--- src/rtl/call_stack_pkg.sv ---
// Shared types and defaults for the JSB/RET return-address stack.
package call_stack_pkg;

    typedef enum logic [1:0] {
        CS_NOP,
        CS_PUSH,
        CS_POP,
        CS_REPL
    } cs_op_t;

    localparam int CS_ADDR_W_DEF = 12;
    localparam int CS_DEPTH_DEF  = 8;

    function automatic cs_op_t cs_decode(input logic push, input logic pop);
        cs_op_t op;
        case ({push, pop})
            2'b10:   op = CS_PUSH;
            2'b01:   op = CS_POP;
            2'b11:   op = CS_REPL;
            default: op = CS_NOP;
        endcase
        return op;
    endfunction

endpackage

--- src/rtl/call_stack_regs.sv ---
// DEPTH x ADDR_W return-address register ring: one write port, one combinational read port.
module call_stack_regs
    import call_stack_pkg::*;
#(
    parameter int ADDR_W = CS_ADDR_W_DEF,
    parameter int DEPTH  = CS_DEPTH_DEF,
    parameter int PTR_W  = $clog2(CS_DEPTH_DEF)
) (
    input  logic              clk,
    input  logic              rst,
    input  logic              we,
    input  logic [PTR_W-1:0]  waddr,
    input  logic [ADDR_W-1:0] wdata,
    input  logic [PTR_W-1:0]  raddr,
    output logic [ADDR_W-1:0] rdata
);

    logic [ADDR_W-1:0] mem [DEPTH];

    always_ff @(posedge clk or posedge rst) begin
        if (rst) begin
            for (int unsigned i = 0; i < DEPTH; i++) begin
                mem[i] <= '0;
            end
        end else if (we) begin
            mem[waddr] <= wdata;
        end
    end

    assign rdata = mem[raddr];

endmodule

--- src/rtl/call_stack_ctrl.sv ---
// Hardware return-address stack for JSB/RET with fill tracking and sticky error flags.
// Build option: CALL_STACK_CIRCULAR_EN makes a push while full overwrite the oldest entry.
module call_stack_ctrl
    import call_stack_pkg::*;
#(
    parameter int ADDR_W = CS_ADDR_W_DEF,
    parameter int DEPTH  = CS_DEPTH_DEF
) (
    input  logic                     clk,
    input  logic                     rst,
    input  logic                     push,
    input  logic                     pop,
    input  logic [ADDR_W-1:0]        push_addr,
    output logic [ADDR_W-1:0]        top_addr,
    output logic [$clog2(DEPTH):0]   count,
    output logic                     empty,
    output logic                     full,
    output logic                     overflow,
    output logic                     underflow,
    input  logic                     clr_err
);

    localparam int PTR_W = $clog2(DEPTH);
    localparam int CNT_W = PTR_W + 1;
    localparam logic [CNT_W-1:0] FULL_CNT = CNT_W'(DEPTH);

    cs_op_t            op;
    logic [PTR_W-1:0]  sp, sp_n, sp_top;
    logic [CNT_W-1:0]  count_n;
    logic              ovf_set, udf_set;
    logic              we;
    logic [PTR_W-1:0]  waddr;
    logic [ADDR_W-1:0] rdata;

    assign sp_top = sp - PTR_W'(1);
    assign empty  = (count == '0);
    assign full   = (count == FULL_CNT);
    // Popped entries stay in the ring, so an empty stack must mask the stale read.
    assign top_addr = empty ? '0 : rdata;

    call_stack_regs #(
        .ADDR_W (ADDR_W),
        .DEPTH  (DEPTH),
        .PTR_W  (PTR_W)
    ) u_regs (
        .clk   (clk),
        .rst   (rst),
        .we    (we),
        .waddr (waddr),
        .wdata (push_addr),
        .raddr (sp_top),
        .rdata (rdata)
    );

    always_comb begin
        op      = cs_decode(push, pop);
        sp_n    = sp;
        count_n = count;
        we      = 1'b0;
        waddr   = sp;
        ovf_set = 1'b0;
        udf_set = 1'b0;
        case (op)
            CS_PUSH: begin
                if (!full) begin
                    we      = 1'b1;
                    sp_n    = sp + PTR_W'(1);
                    count_n = count + CNT_W'(1);
                end else begin
                    ovf_set = 1'b1;
`ifdef CALL_STACK_CIRCULAR_EN
                    we      = 1'b1;
                    sp_n    = sp + PTR_W'(1);
`endif
                end
            end
            CS_POP: begin
                if (!empty) begin
                    sp_n    = sp_top;
                    count_n = count - CNT_W'(1);
                end else begin
                    udf_set = 1'b1;
                end
            end
            CS_REPL: begin
                we = 1'b1;
                if (!empty) begin
                    waddr = sp_top;
                end else begin
                    // Tail-call on an empty stack degrades to a push (never full here).
                    sp_n    = sp + PTR_W'(1);
                    count_n = count + CNT_W'(1);
                    udf_set = 1'b1;
                end
            end
            default: ;
        endcase
    end

    always_ff @(posedge clk or posedge rst) begin
        if (rst) begin
            sp        <= '0;
            count     <= '0;
            overflow  <= 1'b0;
            underflow <= 1'b0;
        end else begin
            sp        <= sp_n;
            count     <= count_n;
            overflow  <= ovf_set | (overflow  & ~clr_err);
            underflow <= udf_set | (underflow & ~clr_err);
        end
    end

`ifndef SYNTHESIS
    depth_pow2_a: assert property (@(posedge clk) (DEPTH & (DEPTH - 1)) == 0)
        else $error("call_stack_ctrl: DEPTH must be a power of two");
`endif

endmodule

--- config.mk ---
export PLATFORM = sky130hd
export DESIGN_NAME = call_stack_ctrl
export DESIGN_NICKNAME = d
export VERILOG_FILES = /design/src/rtl/call_stack_pkg.sv /design/src/rtl/call_stack_regs.sv /design/src/rtl/call_stack_ctrl.sv
export SDC_FILE = /design/constraint.sdc
export NUM_CORES = 1
export LEC_CHECK = 0
export CORE_UTILIZATION = 40
export CTS_CLUSTER_SIZE = 28
export DETAILED_ROUTE_END_ITERATION = 10
export MAX_ROUTING_LAYER = met4
export PLACE_DENSITY = 0.65
export SYNTH_ARGS = -nofsm -noshare
export SYNTH_HDL_FRONTEND = slang
export SYNTH_SLANG_ARGS = --single-unit
--- constraint.sdc ---
create_clock -name clk -period 7.5 [get_ports clk]
set_clock_uncertainty 0.1 [all_clocks]
set_input_delay 1.125 -clock clk [delete_from_list [all_inputs] [get_ports clk]]
set_output_delay 1.125 -clock clk [all_outputs]
set_load 0.02 [all_outputs]
==> results.ini <==
[status]
status = completed

[global_routing]
gr-total-overflow = 0
grt_max_degree = 74
grt_pass1_vias = 3950
track_usage = 0.235
antenna_found_initial = 0
grt_pass1_wl_um = 21900

[clock_tree]
h-tree-depth = 3
ctsHoldBuffers = 0
tritoncts = yes
cts_made_buffers = 9
clk_latency_ns = 0.35
postCtsResizedCells = 0
ctsLongestPathBuffers = 2
clock_sinks = 105
path_clk_slew_ns = 0.07
post_cts_buffers = 0
cts_root_buf = clkbuf_16

[sta]
maxSlewHeadroom = 0.154
hold_viol = 0
rsz0062_at_grt = false
period_minus_slack_ns = 5.38
tns_ns = 0
drv_slew = 0
hold_slack_ns = 0.383
tightest_slew_ns = 1.26
period_share = 0.717
timing.fmax_mhz = 186
setup_viol = 0

[synthesis]
synth_nets = 439
netlist_area_um2 = 5090
synth-main-ff-cell = dfrtp_1
ys_seq_elements = 105
async_flop_share = 1.00
synthMostInstantiatedCell = dfrtp_1
yosys-top-cells-area = dfrtp_1 52%, o2bb2ai_1 12%, mux4_2 11%, a22o_1 4.1%, nand2_1 2.9%
synthCells = 419
yosysTopAreaCell = dfrtp_1
ys_warn_count = 0
synth_edf_count = 0
synth_top_cell_area_share = 0.516
netlist_top_cells_count = 105 x dfrtp_1, 72 x o2bb2ai_1, 40 x nand2_1
avgSynthCellArea_um2 = 12.1
ys_seq_area_frac = 0.516
synthDistinctLibCells = 44

[die]
io-pin-count = 37
core-area_um2 = 12200
die_width_um = 115
initial_utilization = 0.417
rows = 40
die_h_um = 115
die_area_um2 = 13200

[placed_design]
dp_hpwl_um = 8450
gp_congestion = 0.863
portBuffers = 36
dpl.cell_count = 601
placed_cell_area_um2 = 5580

[critical_path]
endpoint_kind = output pin
worstPathBufferInverterCount = 4
critPathTopFamily = buffers and inverters
slowest_stage = ha_1
path_cells = buf_4, clkinv_1, ha_1, buf_4, mux4_2, nand2_1, a21oi_1, clkdlybuf4s50_1
critPathRequiredTime_ns = 6.27
worst_setup_path_start_kind = flip-flop
critPathMostFrequentCell = buf_4
r2r_slack_ns = 3.44
cpPeakStageDelay_ns = 1.07
path_class = reg -> out
cp_max_fo = 35
cp_data_arrival_time_ns = 4.15

[routing]
antenna_left = 0
route.detailed.drc = 0
vias = 3756
drtIter0Drc = 273
firstDrtPassIters = 6
viasPerCell = 6.09
drt_wl_total_um = 13600
wl_per_cell_um = 22.0

[finish]
nNetsFinal = 464
antennaDiodeCount = 0
final_cell_area_um2 = 5860
finalNonFillerCells = 617
area_growth_pct = 15.0
drive_above_1_share = 0.138

[power_and_ir_drop]
p_leak_nw = 2.37
powerDensity_nw_per_um2 = 521
peakVddDrop_mv = 0.230

[run]
drv_cap = 0

[worst_hold_path]
hold_class = reg -> reg

==> per-stage QoR <==
stage | total power, W | worst slack [ns] | util
floorplan | 0.00209 | 3.51 | -
global placement | 0.00257 | 2.48 | 0.457
detailed placement | 0.00260 | 2.44 | 0.457
CTS | 0.00306 | 2.06 | 0.480
global route | 0.00323 | 1.78 | 0.480
finish | 0.00305 | 2.12 | 0.480
==> path summary, 6_finish.rpt <==
check / start / endpoint / depth (start not counted)
hold / removal: u_regs.mem[72] / u_regs.mem[72] / 1
max in group asynchronous: rst / u_regs.mem[51] / 3
hold reg to reg: u_regs.mem[72] / u_regs.mem[72] / 1
setup reg to reg: sp[0] / u_regs.mem[48] / 7
setup / recovery: sp[0] / top_addr[8] / 8
min in group asynchronous: rst / count[3] / 2
==> kinds of logic (layout without fill, tap and decap cells) <==
| kind of cell | Yosys count | count (layout) | synth area share |
|---|---|---|---|
| XOR/XNOR | 5 | 5 | 0.00860 |
| AO/OA/AOI/OAI | 134 | 134 | 0.211 |
| multiplexers | 25 | 25 | 0.108 |
| buffers and inverters | 45 | 75 | 0.0457 |
| flip-flops | 105 | 105 | 0.516 |
| AND/OR/NAND/NOR | 102 | 102 | 0.103 |
| adder cells (fa/ha/maj) | 3 | 3 | 0.00738 |
==> placed cells by master, fill, tap and decap left out, types with 3 or more instances in the layout <==
cell type	n
buf_4	15
clkbuf_16	9
nor4_1	14
clkdlybuf4s50_1	36
ha_1	3
nand3_1	3
xnor2_1	4
o2bb2ai_1	72
a22o_1	24
nand2b_1	3
mux4_2	24
o21ai_1	8
a2111oi_0	3
nand2_1	40
dfrtp_1	105
and2_1	12
nor2_1	15
nor3_1	3
o21ai_0	5
a21oi_1	14
inv_1	5
==> state kept, by name (all words and copies together) (netlist names) <==
name and flops:
u_regs.mem 96, sp 3, count 4, overflow 1, underflow 1
==> area by class of cell <==
class,instances,area (µm²)
inverter,8,33.8
tap,168,210
multi-input combinational,269,2240
sequential,105,2630
timing repair buffer,51,473
clock inverter,5,40.0
fill,1102,6360
clock buffer,11,233
==> power by group <==
group	total (W)	leakage (nW)	internal, W	switching (W)
combinational	0.00161	0.916	0.000763	0.000847
clock	0.000445	0.134	0.000229	0.000216
sequential	0.000998	1.32	0.000819	0.000179
total	0.00305	2.37	0.00181	0.00124
==> metal layers <==
layer / part of all wire / global-route usage / vias up
li1: - / - / 1665
met1: 0.43 / 0.306 / 1919
met2: 0.48 / 0.361 / 143
met3: 0.062 / 0.0416 / 29
met4: 0.031 / 0.108 / 0
met5: 0 / - / -
Note: power is estimated with default switching activity, not from simulation.
